$ cat src/rtl/demux8_pkg.sv
// ============================================================================
// demux8_pkg : shared widths, state encoding and bit-position mapping
// Rev 1.0
// ============================================================================
`default_nettype none

package demux8_pkg;

    localparam int SEL_W = 3;
    localparam int NBITS = 8;

    typedef enum logic [1:0] {
        ST_IDLE    = 2'd0,
        ST_COLLECT = 2'd1,
        ST_PARITY  = 2'd2
    } demux8_state_t;

    // Maps serial bit index k onto its position in the parallel byte.
    function automatic logic [SEL_W-1:0] pos_of(input logic [SEL_W-1:0] k,
                                                input logic             lsb_first);
        return lsb_first ? k : (SEL_W'(NBITS - 1) - k);
    endfunction

endpackage

`default_nettype wire

$ cat src/rtl/demux8_dec.sv
// ============================================================================
// demux8_dec : 3-to-8 one-hot write-strobe decoder, gated by enable
// Rev 1.0
// ============================================================================
`default_nettype none

module demux8_dec
    import demux8_pkg::*;
(
    input  logic             en,
    input  logic [SEL_W-1:0] idx,
    output logic [NBITS-1:0] we
);

    always_comb begin
        we = '0;
        if (en) begin
            we[idx] = 1'b1;
        end
    end

endmodule

`default_nettype wire

$ cat src/rtl/demux8_s2p.sv
// ============================================================================
// demux8_s2p : serial-to-parallel 1-to-8 collector with valid strobe.
// Optional even-parity check enabled by defining DEMUX8_PARITY_EN.  Rev 1.0
// ============================================================================
`default_nettype none

module demux8_s2p
    import demux8_pkg::*;
#(
    parameter logic LSB_FIRST = 1'b1
) (
    input  logic             clk,
    input  logic             rst_n,
    input  logic             EN,
    input  logic             start,
    input  logic             din,
    output logic [SEL_W-1:0] sel,
    output logic             busy,
    output logic [NBITS-1:0] out,
    output logic             valid
`ifdef DEMUX8_PARITY_EN
    ,
    output logic             perr
`endif
);

    localparam logic [1:0] S_IDLE    = ST_IDLE;
    localparam logic [1:0] S_COLLECT = ST_COLLECT;
    localparam logic [1:0] S_PARITY  = ST_PARITY;

    logic [1:0]       r_state;
    logic [SEL_W-1:0] r_sel;
    logic [NBITS-1:0] r_shadow;
    logic [NBITS-1:0] r_out;
    logic             r_valid;
    logic             r_busy;
`ifdef DEMUX8_PARITY_EN
    logic             r_perr;
`endif

    logic             w_last;
    logic             w_restart;
    logic             w_cap;
    logic [SEL_W-1:0] w_idx;
    logic [NBITS-1:0] w_we;
    logic [NBITS-1:0] w_shadow_base;
    logic [NBITS-1:0] w_shadow_next;

    // A start coinciding with the bit-7 capture is ignored so that frame completes.
    assign w_last    = (r_state == S_COLLECT) && (r_sel == SEL_W'(NBITS - 1));
    assign w_restart = EN && start && !w_last;
    assign w_cap     = w_restart || (EN && (r_state == S_COLLECT));
    assign w_idx     = pos_of(w_restart ? '0 : r_sel, LSB_FIRST);

    demux8_dec u_dec (
        .en  (w_cap),
        .idx (w_idx),
        .we  (w_we)
    );

    assign w_shadow_base = w_restart ? '0 : r_shadow;
    assign w_shadow_next = (w_shadow_base & ~w_we) | ({NBITS{din}} & w_we);

    always_ff @(posedge clk or negedge rst_n) begin
        if (!rst_n) begin
            r_state  <= S_IDLE;
            r_sel    <= '0;
            r_shadow <= '0;
            r_out    <= '0;
            r_valid  <= 1'b0;
            r_busy   <= 1'b0;
`ifdef DEMUX8_PARITY_EN
            r_perr   <= 1'b0;
`endif
        end else begin
            r_valid <= 1'b0;
`ifdef DEMUX8_PARITY_EN
            r_perr  <= 1'b0;
`endif
            if (EN) begin
                if (w_cap) begin
                    r_shadow <= w_shadow_next;
                end
                if (w_restart) begin
                    r_state <= S_COLLECT;
                    r_sel   <= SEL_W'(1);
                    r_busy  <= 1'b1;
                end else begin
                    case (r_state)
                        S_IDLE: ;
                        S_COLLECT: begin
                            if (w_last) begin
                                r_sel <= '0;
`ifdef DEMUX8_PARITY_EN
                                r_state <= S_PARITY;
`else
                                r_state <= S_IDLE;
                                r_busy  <= 1'b0;
                                r_out   <= w_shadow_next;
                                r_valid <= 1'b1;
`endif
                            end else begin
                                r_sel <= r_sel + SEL_W'(1);
                            end
                        end
                        S_PARITY: begin
                            r_state <= S_IDLE;
                            r_busy  <= 1'b0;
`ifdef DEMUX8_PARITY_EN
                            // Even parity: data bits plus parity bit must XOR to zero.
                            if (^{r_shadow, din} == 1'b0) begin
                                r_out   <= r_shadow;
                                r_valid <= 1'b1;
                            end else begin
                                r_perr  <= 1'b1;
                            end
`endif
                        end
                        default: begin
                            r_state <= S_IDLE;
                            r_busy  <= 1'b0;
                        end
                    endcase
                end
            end
        end
    end

    assign sel   = r_sel;
    assign busy  = r_busy;
    assign out   = r_out;
    assign valid = r_valid;
`ifdef DEMUX8_PARITY_EN
    assign perr  = r_perr;
`endif

endmodule

`default_nettype wire

$ cat config.mk
export PLATFORM = sky130hd
export DESIGN_NAME = demux8_s2p
export DESIGN_NICKNAME = d
export VERILOG_FILES = /design/src/rtl/demux8_pkg.sv /design/src/rtl/demux8_dec.sv /design/src/rtl/demux8_s2p.sv
export SDC_FILE = /design/constraint.sdc
export NUM_CORES = 1
export LEC_CHECK = 0
export CAP_MARGIN = 20
export CORE_ASPECT_RATIO = 1.75
export CORE_MARGIN = 5
export CORE_UTILIZATION = 45
export DETAILED_ROUTE_END_ITERATION = 7
export HOLD_SLACK_MARGIN = 0.1
export PLACE_DENSITY = 0.7
export SLEW_MARGIN = 20
export SYNTH_ARGS = -nofsm -noshare
export SYNTH_HDL_FRONTEND = slang
export SYNTH_SLANG_ARGS = --single-unit
$ cat constraint.sdc
create_clock -name clk -period 3.5 [get_ports clk]
set_input_delay 0.7 -clock clk [delete_from_list [all_inputs] [get_ports clk]]
set_output_delay 0.7 -clock clk [all_outputs]
set_load 0.01 [all_outputs]
; Word-level counts from Yosys, hierarchy flattened
; Index checks and enable logic that the tools add are counted.
[totals]
ff_bits = 23
output_inout_bits = 13
[classes]
addsub = 1
magnitude_cmp = 2
n_eq_ne = 4
n_mux = 18
bitwise = 5
n_reduce_logical = 13
[op_table]
columns = cell, n
row1 = AND 8 bit, 2
row2 = two-way mux 8 bit, 2
row3 = two-way mux 3 bit, 4
row4 = inverter 8 bit, 1
row5 = OR 8 bit, 1
row6 = two-way mux 1 bit, 7
row7 = logical AND 1 bit, 5
row8 = "< comparator 3 x 4 -> 1 bit, second input constant", 1
row9 = two-way mux 2 bit, 2
row10 = case mux 2 bit (2 select lines), 1
row11 = AND reduction 2 bit, 2
row12 = AND reduction 4 bit, 1
row13 = "adder 3 x 1 -> 3 bit, second input constant", 1
row14 = demux 1 bit (select 3 bit), 1
row15 = "equality test 3 bit, second input constant", 1
row16 = ">= comparator 3 x 1 -> 1 bit, second input constant", 1
row17 = "!= test 3 bit, second input constant", 1
row18 = AND reduction 3 bit, 1
row19 = "equality test 2 x 1 -> 1 bit, second input constant", 1
row20 = zero test 2 bit, 1
row21 = "!= test 2 bit, second input constant", 1
row22 = case mux 1 bit (2 select lines), 1
row23 = nonzero test 2 bit, 1
row24 = zero test 1 bit, 1
row25 = other kinds (2), 2

; Logic depth before layout (Yosys ltp)
; Gate-level depths: netlist of run 1.
[logic_depth]
word_depth = 13
depth_mapped = 7

; Modules after synthesis
; From an unflattened synthesis of run 1, not the netlist that was laid out.
[hier_totals]
cells_unflattened = 115
area_unflattened_um2 = 1167.4
[by_module_without_submodules]
columns = module, instances, cells_per_inst, area_each_um2
row1 = demux8_s2p, 1, 107, 1072.3
row2 = demux8_dec, 1, 8, 95.1

; Worst setup path after synthesis of run 1
; No wires, ideal clock.
[synth_path]
kind = input -> register
from = input start
to = register r_out[7] (netlist: out[7])
setup_time_ns = 0.082
arrival_time_ns = 1.644
t_required_ns = 3.418
slack_ns = 1.774
stages = 4
path_cell_list = nor2b_1 > clkbuf_1 > or4_1 > a31oi_1
[synth_via]
elab_chain_cells = 11
word_cells_on_any_way = 17
cone_classes = order compare: 2 / mux: 5 / bitwise: 5 / reduce/logical: 5
[synth_lines]
columns = item, line_no
row1 = "start, declared", demux8_s2p.sv:15  ; input logic start,
row2 = logical AND 1 bit (*) (2 in series), demux8_s2p.sv:51  ; assign w_restart = EN && start && !w_last;
row3 = two-way mux 3 bit, demux8_s2p.sv:53  ; assign w_idx = pos_of(w_restart ? '0 : r_sel, LSB_FIRST);
row4 = < comparator 3 x 4 -> 1 bit (not written as such) or >= comparator 3 x 1 -> 1 bit (tied branches), demux8_dec.sv:18  ; we[idx] = 1'b1;
row5 = logical AND 1 bit (not written as such), demux8_dec.sv:18
row6 = two-way mux 1 bit (not written as such), demux8_dec.sv:18
row7 = demux 1 bit (select 3 bit), n/a
row8 = two-way mux 8 bit, demux8_dec.sv:17  ; if (en) begin
row9 = inverter 8 bit, demux8_s2p.sv:62  ; assign w_shadow_next = (w_shadow_base & ~w_we) | ({NBITS{din}} & w_we);
row10 = AND 8 bit, demux8_s2p.sv:62
row11 = OR 8 bit, demux8_s2p.sv:62
row12 = "end signal, assigned", demux8_s2p.sv:99  ; r_out <= w_shadow_next;
row13 = "end, declared", demux8_s2p.sv:34  ; logic [NBITS-1:0] r_out;
; Every way passes the cells marked *; elsewhere a longest branch is shown, timed or not.
; A chain may end at the register's enable or synchronous reset.

; Worst setup path after layout of run 1
[layout_path]
from = register r_sel[2] (netlist: sel[2])
to = output sel[2]
[layout_lines]
columns = item, line_no
row1 = "start, declared", demux8_s2p.sv:32  ; logic [SEL_W-1:0] r_sel;
row2 = "start signal, assigned", demux8_s2p.sv:103  ; r_sel <= r_sel + SEL_W'(1);
row3 = "end, declared", demux8_s2p.sv:17  ; output logic [SEL_W-1:0] sel,
; No word-level cell between the ends.

==> results of run 1 <==
## final cells by class
class,count,area [um2]
inverter,5,18.77
multi-input combinational,68,435.4
tap,25,31.28
clock buffer,4,45.04
timing repair buffer,17,170.2
sequential,21,525.5
fill,207,1018
## where the power goes
| group | internal [mW] | total (mW) | leakage (nW) | switching [mW] |
|---|---|---|---|---|
| logic | 0.198 | 0.363 | 0.220 | 0.165 |
| registers | 0.322 | 0.402 | 0.269 | 0.0797 |
| clock network | 0.0812 | 0.160 | 0.0228 | 0.0791 |
## layout by cell type, fill, tap and decap left out, types with 3 or more instances in the layout
cell	instances
sky130_fd_sc_hd__dfrtp_1	21
sky130_fd_sc_hd__o41ai_1	5
sky130_fd_sc_hd__nand4_1	4
sky130_fd_sc_hd__clkbuf_8	3
sky130_fd_sc_hd__o21ai_0	6
sky130_fd_sc_hd__a21oi_1	4
sky130_fd_sc_hd__nand2b_1	4
sky130_fd_sc_hd__clkdlybuf4s50_1	17
sky130_fd_sc_hd__nor2_1	8
sky130_fd_sc_hd__inv_1	5
sky130_fd_sc_hd__or4_1	5
sky130_fd_sc_hd__a31oi_1	7
## registers in the layout, summed over array words and instances, names as in the netlist
| name | count |
|---|---|
| out | 8 |
| valid | 1 |
| sel | 3 |
| r_shadow | 8 |
| busy | 1 |
## metal layers
metal / up-vias / global-route usage (%) / wire length [um]
met1: 418 / 17.26 / 919
met5: - / 0 / 0
met2: 15 / 24.23 / 1141
met3: 4 / 2.696 / 79
li1: 409 / - / -
met4: 0 / 8.544 / 43
## how the worst max path moves through the flow
stage | start | endpoint | slack, ns | depth (start not counted)
after floorplan | start | out[7]$_DFFE_PN0P_ | 1.77 | 4
after global placement | EN | out[4]$_DFFE_PN0P_ | 1.20 | 4
after detailed placement | start | out[2]$_DFFE_PN0P_ | 1.15 | 4
after CTS | sel[2]$_DFFE_PN0P_ | sel[2] | 1.35 | 1
after global routing | sel[2]$_DFFE_PN0P_ | sel[2] | 1.27 | 1
final | sel[2]$_DFFE_PN0P_ | sel[2] | 1.34 | 1
## logic make-up (layout without fill, tap and decap cells)
kind of cell	Yosys count	count (layout)	synth area share, %
AOI/OAI and AO/OA	30	30	19.01
adders and majority gates	2	2	2.421
buffers and inverters	12	26	7.022
DFF	21	21	50.85
muxes	1	1	1.090
and+or+nand+nor	35	35	19.61
==> metrics.md, run 1 <==
| Metric | Value |
|---|---|
| Outcome | `complete, no violations` |
| Area of the core region | `around 2200 um2` |
| Share of final-layout standard cells stronger than drive strength 1 | `under 10%` |
| Worst-path maximum fanout | `13` |
| Clock transition time at the flip-flop clock pins of the worst setup and hold paths | `around 0.070 ns` |
| Worst Path Buf+Inv | `1` |
| Sequential area share after synthesis | `roughly half` |
| Number of remaining DRC errors | `0` |
| Tot GR Track Use | `around 15%` |
| Power per unit of standard cell area | `~750 nW/um2` |
| FF+latch count, synth | `21` |
| Drt first pass iters | `2` |
| Number of hold-repair buffers added at the cts stage | `0` |
| Capture point of the worst reg-to-reg path | `out[3]$_DFFE_PN0P_` |
| Final wirelength | `around 2.2 mm` |
| Detailed Route Iter0 Violations | `23` |
| Slew of the pin with the lowest slew margin | `about 0.94 ns` |
| Register-to-Register Path Depth | `5` |
| Slowest cell delay on critical path | `between 0.6 and 0.7 ns` |
| Leakage | `about 0.51 nW` |
| Number of cells in the finished layout apart from fillers | `140` |
| Post-synthesis instance total | `~100` |
| Crit Reg-Reg Startpoint | `sel[0]$_DFFE_PN0P_` |
| Post-layout utilization of the core | `between 50% and 60%` |
| Count of pins over their slew limit | `0` |
| Worst hold endpoint | `r_shadow[0]$_DFFE_PN0P_` |
| Slowest cell on crit path | `sky130_fd_sc_hd__clkdlybuf4s50_1` |
| Net total in the final layout | `123` |
| Count of distinct cell types in the synthesized netlist | `33` |
| Largest area contributor in the synthesized netlist | `sky130_fd_sc_hd__dfrtp_1` |
| Hpwl dp | `~1.6 mm` |
| Unrepaired setup endpoints after global routing | `false` |
| # IOs | `18` |
| Area overhead of the layout relative to synthesis | `18.64%` |
| Worst setup slack after layout | `1.344 ns` |
| Total negative slack | `0 ns` |
| # rows | `23` |
| Antenna violations before repair | `0` |
| Pwr Total | `0.9248 mW` |
| Data required, critical path | `2.80 ns` |
| Routed wire per std cell | `15.60 um` |
| Share of the clock period used by the worst path | `just over 60%` |
| Total standard cell area after synthesis | `a little over 1000 um2` |
| Die boundary height | `around 73 um` |
| Max Freq | `463.8 MHz` |
| Total via count in the routed design | `~850` |
| Clock latency reported for the late side of the worst-skew pair | `approximately 0.26 ns` |
| Horizontal die dimension | `roughly 46 um` |
| Weighted congestion reported at the end of routability-driven placement | `between 0.8 and 0.9` |
| # placed instances | `between 100 and 150` |
| Reg-to-reg slack, setup | `roughly 1.4 ns` |
| Final setup violation count | `0` |
| Warnings, synthesis | `0` |
| Detail Route Antenna Nets | `0` |
| Cell types with the largest area share after synthesis | `sky130_fd_sc_hd__dfrtp_1 51%, sky130_fd_sc_hd__a31oi_1 4.2%, sky130_fd_sc_hd__o41ai_1 4.2%` |
| Number of buffers created by CTS | `3` |
| VDD IR-drop max | `between 0.4 and 0.5 mV` |
| PortBufs | `17` |
| Library cell with the highest instance count after synthesis | `sky130_fd_sc_hd__dfrtp_1` |
| Endpoints failing hold | `0` |
| Fraction of registers with async set or reset after synthesis | `100.0%` |
| Most used flip-flop cell after synthesis | `sky130_fd_sc_hd__dfrtp_1` |
| DR vias/cell | `6.043` |
| Arrival time at the worst endpoint | `between 1 and 1.5 ns` |
| Post-cts repair resize count | `0` |
| Commonest cells in the netlist | `21 x sky130_fd_sc_hd__dfrtp_1, 8 x sky130_fd_sc_hd__nor2_1, 7 x sky130_fd_sc_hd__a31oi_1` |
| Hold Path Class | `reg -> reg` |
| DIE AREA | `3393 um2` |
| Total congestion overflow | `0` |
| Post-Synthesis Mean Instance Area | `10.23 um2` |
| Crit Path Category | `reg -> out` |
| Number of cells traversed by the worst hold path | `1` |
| Post-Place Cell Area | `about 1200 um2` |
| Kind of start point of the critical path | `flip-flop` |
| Bufs on Longest Clock Path | `2` |
| Slew Limit Headroom | `approximately 37%` |
| Pre-CTS worst setup slack | `1.150 ns` |
| Final Critical Period | `roughly 2.2 ns` |
| Antenna diodes | `0` |
| Max-capacitance violation count | `0` |
| Hold Crit Start | `r_shadow[0]$_DFFE_PN0P_` |
| Depth of the CTS H-tree | `1` |
| Synth top area share | `a little over 50%` |
| Post-Route Skew | `around 0.0014 ns` |
| CTS tree | `built` |
| Synthesized netlist net count | `~110` |
| Clock sink count | `21` |
| Initial Utilization | `about 46%` |
| Endpoint type of the worst setup path | `output port` |
| Master cell of the clock root buffer | `sky130_fd_sc_hd__clkbuf_8` |
| Post-CTS setup buffer count | `0` |
| Hold WS | `approximately 0.5 ns` |
| Final Instance Area | `roughly 1200 um2` |
| Via count of the first global-routing pass | `between 800 and 900` |
| First-pass GRT wire length | `roughly 3.7 mm` |
| Number of flops mapped to enable cells by yosys | `0` |
| CP cell instances | `clkdlybuf4s50_1` |
| Maximum number of pins on one net before global-route repair | `22` |
| Family of cells with the greatest summed delay on the critical path | `buffers and inverters` |
(Power assumes the default switching activity.)
==> run 2, diff against run 1 <==
clock period = 2 ns   (was 3.5 ns; I/O delays follow)
==> metrics.md, run 2 (synthesis results as in run 1) <==
| Metric | Value |
|---|---|
| Outcome | `complete, no violations` |
| Detail Route Antenna Nets | `0` |
| Initial Utilization | `46.04%` |
| CTS tree | `built` |
| Arrival time at the worst endpoint | `approximately 1.3 ns` |
| Max Freq | `~580 MHz` |
| Net total in the final layout | `132` |
| Count of pins over their slew limit | `0` |
| Unrepaired setup endpoints after global routing | `false` |
| Post-cts repair resize count | `0` |
| Share of the clock period used by the worst path | `between 80 and 90%` |
| Area overhead of the layout relative to synthesis | `25.18%` |
| Hold Path Class | `in -> async` |
| Reg-to-reg slack, setup | `around 0.28 ns` |
| Kind of start point of the critical path | `flip-flop` |
| Max-capacitance violation count | `0` |
| Data required, critical path | `1.60 ns` |
| Total congestion overflow | `0` |
| DIE AREA | `about 3400 um2` |
| Worst-path maximum fanout | `11` |
| # IOs | `18` |
| Clock transition time at the flip-flop clock pins of the worst setup and hold paths | `about 0.07 ns` |
| Slew Limit Headroom | `roughly 70%` |
| PortBufs | `17` |
| Number of buffers created by CTS | `3` |
| VDD IR-drop max | `roughly 0.63 mV` |
| Worst setup slack after layout | `0.2623 ns` |
| Horizontal die dimension | `between 40 and 50 um` |
| Tot GR Track Use | `between 15 and 20%` |
| Leakage | `approximately 0.56 nW` |
| Antenna violations before repair | `0` |
| Final Critical Period | `1.738 ns` |
| Drt first pass iters | `4` |
| Routed wire per std cell | `around 14 um` |
| Power per unit of standard cell area | `approximately 1300 nW/um2` |
| Via count of the first global-routing pass | `between 800 and 900` |
| Final wirelength | `between 2 and 2.5 mm` |
| Maximum number of pins on one net before global-route repair | `22` |
| Area of the core region | `approximately 2200 um2` |
| # rows | `23` |
| Weighted congestion reported at the end of routability-driven placement | `a little under 0.8` |
| Pre-CTS worst setup slack | `around 0.10 ns` |
| Most common library cell in the layout ignoring fill and taps | `sky130_fd_sc_hd__dfrtp_1` |
| Total negative slack | `0 ns` |
| Endpoint type of the worst setup path | `output port` |
| First-pass GRT wire length | `~3.8 mm` |
| Share of final-layout standard cells stronger than drive strength 1 | `11.29%` |
| Bufs on Longest Clock Path | `2` |
| Clock sink count | `21` |
| Master cell of the clock root buffer | `sky130_fd_sc_hd__clkbuf_8` |
| Detailed Route Iter0 Violations | `29` |
| Register-to-Register Path Depth | `6` |
| Die boundary height | `73.40 um` |
| DR vias/cell | `5.819` |
| Crit Path Category | `reg -> out` |
| Depth of the CTS H-tree | `1` |
| Final setup violation count | `0` |
| Clock latency reported for the late side of the worst-skew pair | `0.26 ns` |
| Post-CTS setup buffer count | `0` |
| Number of hold-repair buffers added at the cts stage | `0` |
| Most frequent cells in the layout | `21 x sky130_fd_sc_hd__dfrtp_1, 17 x sky130_fd_sc_hd__clkdlybuf4s50_1, 9 x sky130_fd_sc_hd__buf_4` |
| Capture point of the worst reg-to-reg path | `out[6]$_DFFE_PN0P_` |
| Hpwl dp | `approximately 1.7 mm` |
| Antenna diodes | `0` |
| Crit Reg-Reg Startpoint | `sel[1]$_DFFE_PN0P_` |
| Total via count in the routed design | `867` |
| Endpoints failing hold | `0` |
| Post-Route Skew | `between 0.0006 and 0.0007 ns` |
| Slew of the pin with the lowest slew margin | `~0.42 ns` |
| Number of remaining DRC errors | `0` |
-- run 2: report_power, final --
part | internal (mW) | switching, mW
logic | 0.389 | 0.359
clock network | 0.142 | 0.127
registers | 0.565 | 0.0733
total | 1.10 | 0.560
-- run 2: worst max-delay path by stage --
stage	start	slack, ns	endpoint
2_1_floorplan	sel[1]$_DFFE_PN0P_	0.28	out[7]$_DFFE_PN0P_
3_3_place_gp	EN	0.12	out[4]$_DFFE_PN0P_
3_5_place_dp	EN	0.10	out[4]$_DFFE_PN0P_
4_1_cts	sel[0]$_DFFE_PN0P_	0.25	sel[0]
5_1_grt	sel[0]$_DFFE_PN0P_	0.09	r_shadow[6]$_DFFE_PN0P_
6_report	sel[0]$_DFFE_PN0P_	0.26	sel[0]
-- run 2: worst max-delay path, cell delays in order, from the launching register on --
cell and delay, ns:
sky130_fd_sc_hd__dfrtp_1 0.35, sky130_fd_sc_hd__buf_4 0.18, sky130_fd_sc_hd__clkdlybuf4s50_1 0.55
-- run 2: routing by layer --
metal / GRT usage (%) / wire (um)
met1: 18.07 / 905
met5: 0 / 0
met4: 8.228 / 38
met2: 24.69 / 1133
met3: 2.451 / 71
-- run 2: final cells by class --
cell class	count	area, um2
fill	213	950.9
inverter	5	18.77
multi-input combinational	68	435.4
timing repair buffer	26	237.7
tap	25	31.28
sequential	21	525.5
clock buffer	4	45.04
-- run 2: stage by stage --
stage	instances	total power, mW	utilization [%]	area, um2	hold slack [ns]
5_1_grt	149	1.789	57.64	1294	0.4978
6_report	149	1.656	57.64	1294	0.4743
3_5_place_dp	145	1.406	55.63	1249	0.5029
2_1_floorplan	101	1.081	-	1033	0.1044
3_3_place_gp	145	1.382	55.63	1249	0.4989
4_1_cts	149	1.676	57.64	1294	0.4837
==> run 3, diff against run 2 <==
HOLD_SLACK_MARGIN = 0.06   (was 0.1)
PLACE_DENSITY = 0.69   (was 0.7)
SYNTH_HIERARCHICAL = 1   (was unset)
clock period = 1.8 ns   (was 2 ns; I/O delays follow)
==> metrics.md, run 3 <==
| Metric | Value |
|---|---|
| Library cell with the highest instance count after synthesis | `sky130_fd_sc_hd__dfrtp_1` |
| Sw Share | `34.97%` |
| VDD IR-drop max | `0.8158 mV` |
| Number of hold-repair buffers added at the cts stage | `0` |
| Final Critical Period | `between 1.5 and 2 ns` |
| Synthesized netlist net count | `around 120` |
| Leakage | `~0.67 nW` |
| Net total in the final layout | `roughly 160` |
| Most common library cell in the layout ignoring fill and taps | `sky130_fd_sc_hd__dfrtp_1` |
| Combinational share of power | `approximately half` |
| Maximum number of pins on one net before global-route repair | `22` |
| Kind of start point of the critical path | `flip-flop` |
| Via count of the first global-routing pass | `995` |
| Fraction of registers with async set or reset after synthesis | `between 90% and 100%` |
| Violations in the final reports | `negative setup slack` |
| Pwr Total | `about 2.3 mW` |
| Hold Path Class | `in -> async` |
| Synth top area share | `between 40% and 50%` |
| Slew of the pin with the lowest slew margin | `between 0.3 and 0.4 ns` |
| # rows | `24` |
| Outcome | `finished, violations left` |
| First-pass GRT wire length | `about 4.5 mm` |
| Max-capacitance violation count | `0` |
| Routed wire per std cell | `approximately 15 um` |
| Antenna violations before repair | `0` |
| Total standard cell area after synthesis | `~1200 um2` |
| Cell types with the largest area share after synthesis | `sky130_fd_sc_hd__dfrtp_1 45%, sky130_fd_sc_hd__a31oi_2 6.4%, sky130_fd_sc_hd__nand2_1 5.5%` |
| Depth of the CTS H-tree | `1` |
| Most used flip-flop cell after synthesis | `sky130_fd_sc_hd__dfrtp_1` |
| Number of remaining DRC errors | `0` |
| DIE AREA | `3753 um2` |
| Pre-CTS worst setup slack | `-0.2339 ns` |
| Most frequent cells in the layout | `20 x sky130_fd_sc_hd__dfrtp_1, 17 x sky130_fd_sc_hd__clkdlybuf4s50_1, 16 x sky130_fd_sc_hd__nand2_1` |
| Post-Synthesis Mean Instance Area | `~10 um2` |
| Die boundary height | `77.38 um` |
| Count of distinct cell types in the synthesized netlist | `29` |
| Worst-path maximum fanout | `8` |
| Internal power | `between 1 and 1.5 mW` |
| Hpwl dp | `~1.9 mm` |
| Slew Limit Headroom | `between 70% and 80%` |
| PortBufs | `17` |
| Antenna diodes | `0` |
| Clock sink count | `21` |
| Number of flops mapped to enable cells by yosys | `0` |
| Net switching component of the power | `approximately 0.80 mW` |
| Post-Route Skew | `0.002902 ns` |
| Final wirelength | `around 2.6 mm` |
| Share of the clock period used by the worst path | `108.2%` |
| Largest area contributor in the synthesized netlist | `sky130_fd_sc_hd__dfrtp_1` |
| Total congestion overflow | `0` |
| Commonest cells in the netlist | `21 x sky130_fd_sc_hd__dfrtp_1, 17 x sky130_fd_sc_hd__nand2_1, 12 x sky130_fd_sc_hd__nor2_1` |
| Final setup violation count | `16` |
| Share of final-layout standard cells stronger than drive strength 1 | `between 30% and 40%` |
| Initial Utilization | `a little under half` |
| Unrepaired setup endpoints after global routing | `true` |
| Area overhead of the layout relative to synthesis | `36.44%` |
| Worst setup slack after layout | `-0.1481 ns` |
| Sequential area share after synthesis | `a little under half` |
| Endpoint type of the worst setup path | `flip-flop` |
| Arrival time at the worst endpoint | `~2.1 ns` |
| Post-synthesis instance total | `approximately 120` |
| Endpoints failing hold | `0` |
| Master cell of the clock root buffer | `sky130_fd_sc_hd__clkbuf_8` |
| Part of the total power dissipated in sequential elements | `between 30% and 40%` |
| Detail Route Antenna Nets | `0` |
| Warnings, synthesis | `6` |
| Weighted congestion reported at the end of routability-driven placement | `0.8176` |
| Max Freq | `between 500 and 600 MHz` |
| Count of pins over their slew limit | `0` |
| Total via count in the routed design | `between 900 and 1000` |
| Number of buffers created by CTS | `3` |
| Clock latency reported for the late side of the worst-skew pair | `approximately 0.26 ns` |
| Bufs on Longest Clock Path | `2` |
| Clock Power Share | `a little over an eighth` |
| Clock transition time at the flip-flop clock pins of the worst setup and hold paths | `0.08 ns` |
| Power per unit of standard cell area | `1443 nW/um2` |
| Tot GR Track Use | `14.59%` |
| Horizontal die dimension | `a little under 50 um` |
| CTS tree | `built` |
| Drt first pass iters | `4` |
| DR vias/cell | `5.434` |
| Crit Path Category | `reg -> reg` |
| Area of the core region | `about 2500 um2` |
| # IOs | `18` |
| Data required, critical path | `~1.9 ns` |
| FF+latch count, synth | `21` |
| Detailed Route Iter0 Violations | `27` |
run 3: changes by cell type in the layout (fill, tap and decap cells not counted), sizes merged, moves of 3 or more:
cell | before | now
a22oi | 1 | 8
and4b | 0 | 4
and4bb | 0 | 3
buf | 9 | 16
nand2 | 3 | 17
nand2b | 4 | 0
nand4 | 4 | 0
nor2 | 8 | 12
nor2b | 1 | 10
o41ai | 5 | 0
or4 | 5 | 0
run 3: path summary, 6_finish.rpt:
path	start	end	slack, ns	cells after the start
max	sel[0]$_DFFE_PN0P_	out[2]$_DFFE_PN0P_	-0.15	9
min reg2reg	r_shadow[3]$_DFFE_PN0P_	r_shadow[3]$_DFFE_PN0P_	0.51	2
max in group asynchronous	rst_n	sel[0]$_DFFE_PN0P_	1.11	2
min	rst_n	out[2]$_DFFE_PN0P_	0.45	2
min in group clk	r_shadow[3]$_DFFE_PN0P_	r_shadow[3]$_DFFE_PN0P_	0.51	2
max reg2reg	sel[0]$_DFFE_PN0P_	out[2]$_DFFE_PN0P_	-0.15	9
run 3: per-stage QoR:
step	hold slack, ns	TNS [ns]	utilization (%)	instances	area, um2
after detailed placement	0.4936	-2.450	59.09	167	1473
after floorplan	0.06441	-1.789	-	115	1206
final	0.4494	-1.452	63.91	173	1593
after global placement	0.4890	-1.824	59.09	167	1473
after global routing	0.4829	-2.798	63.91	173	1593
after CTS	0.4547	-1.075	61.60	172	1535
run 3: repair_timing:
item                       4_1_cts  5_1_grt
setup buffers                    1        1
resized for setup                1       12
hold endpoints to repair         0        0
pin swaps                        0       17
setup endpoints to repair       16       16
run 3: area by class of cell:
class | instances | area [um2]
sequential | 21 | 526.8
timing repair buffer | 33 | 302.8
multi-input combinational | 86 | 674.4
clock buffer | 4 | 45.04
fill | 208 | 899.6
inverter | 3 | 11.26
tap | 26 | 32.53
run 3: routing by layer:
metal | track usage [%] | part of all wire, %
met2 | 25.92 | 54
met4 | 5.660 | 0.55
met5 | 0 | 0
met3 | 2.490 | 3.4
met1 | 17.07 | 42
run 3: cells by family after synthesis:
group           share of synthesized area, %
compound gates                         20.15
buf+inv                                5.572
fa+ha+maj                              2.143
flops                                  45.02
simple gates                           26.26
mux                                   0.8575
run 3: power groups by stage:
stage / Combinational (mW) / Sequential [mW] / Clock (mW)
2_1_floorplan: 0.583 / 0.864 / 0
4_1_cts: 1.13 / 0.800 / 0.318
3_3_place_gp: 1.09 / 0.787 / 0
3_5_place_dp: 1.11 / 0.801 / 0
5_1_grt: 1.32 / 0.827 / 0.343
6_report: 1.19 / 0.801 / 0.307
run 3: worst max-delay path, cell delays in order, from the launching register on:
cell	delay [ns]
sky130_fd_sc_hd__dfrtp_2	0.44
sky130_fd_sc_hd__ha_4	0.17
sky130_fd_sc_hd__ha_4	0.15
sky130_fd_sc_hd__and2_4	0.14
sky130_fd_sc_hd__nor2_4	0.21
sky130_fd_sc_hd__nor2_4	0.10
sky130_fd_sc_hd__and4bb_1	0.33
sky130_fd_sc_hd__nor2b_1	0.06
sky130_fd_sc_hd__o21ai_1	0.12
sky130_fd_sc_hd__a31oi_2	0.11
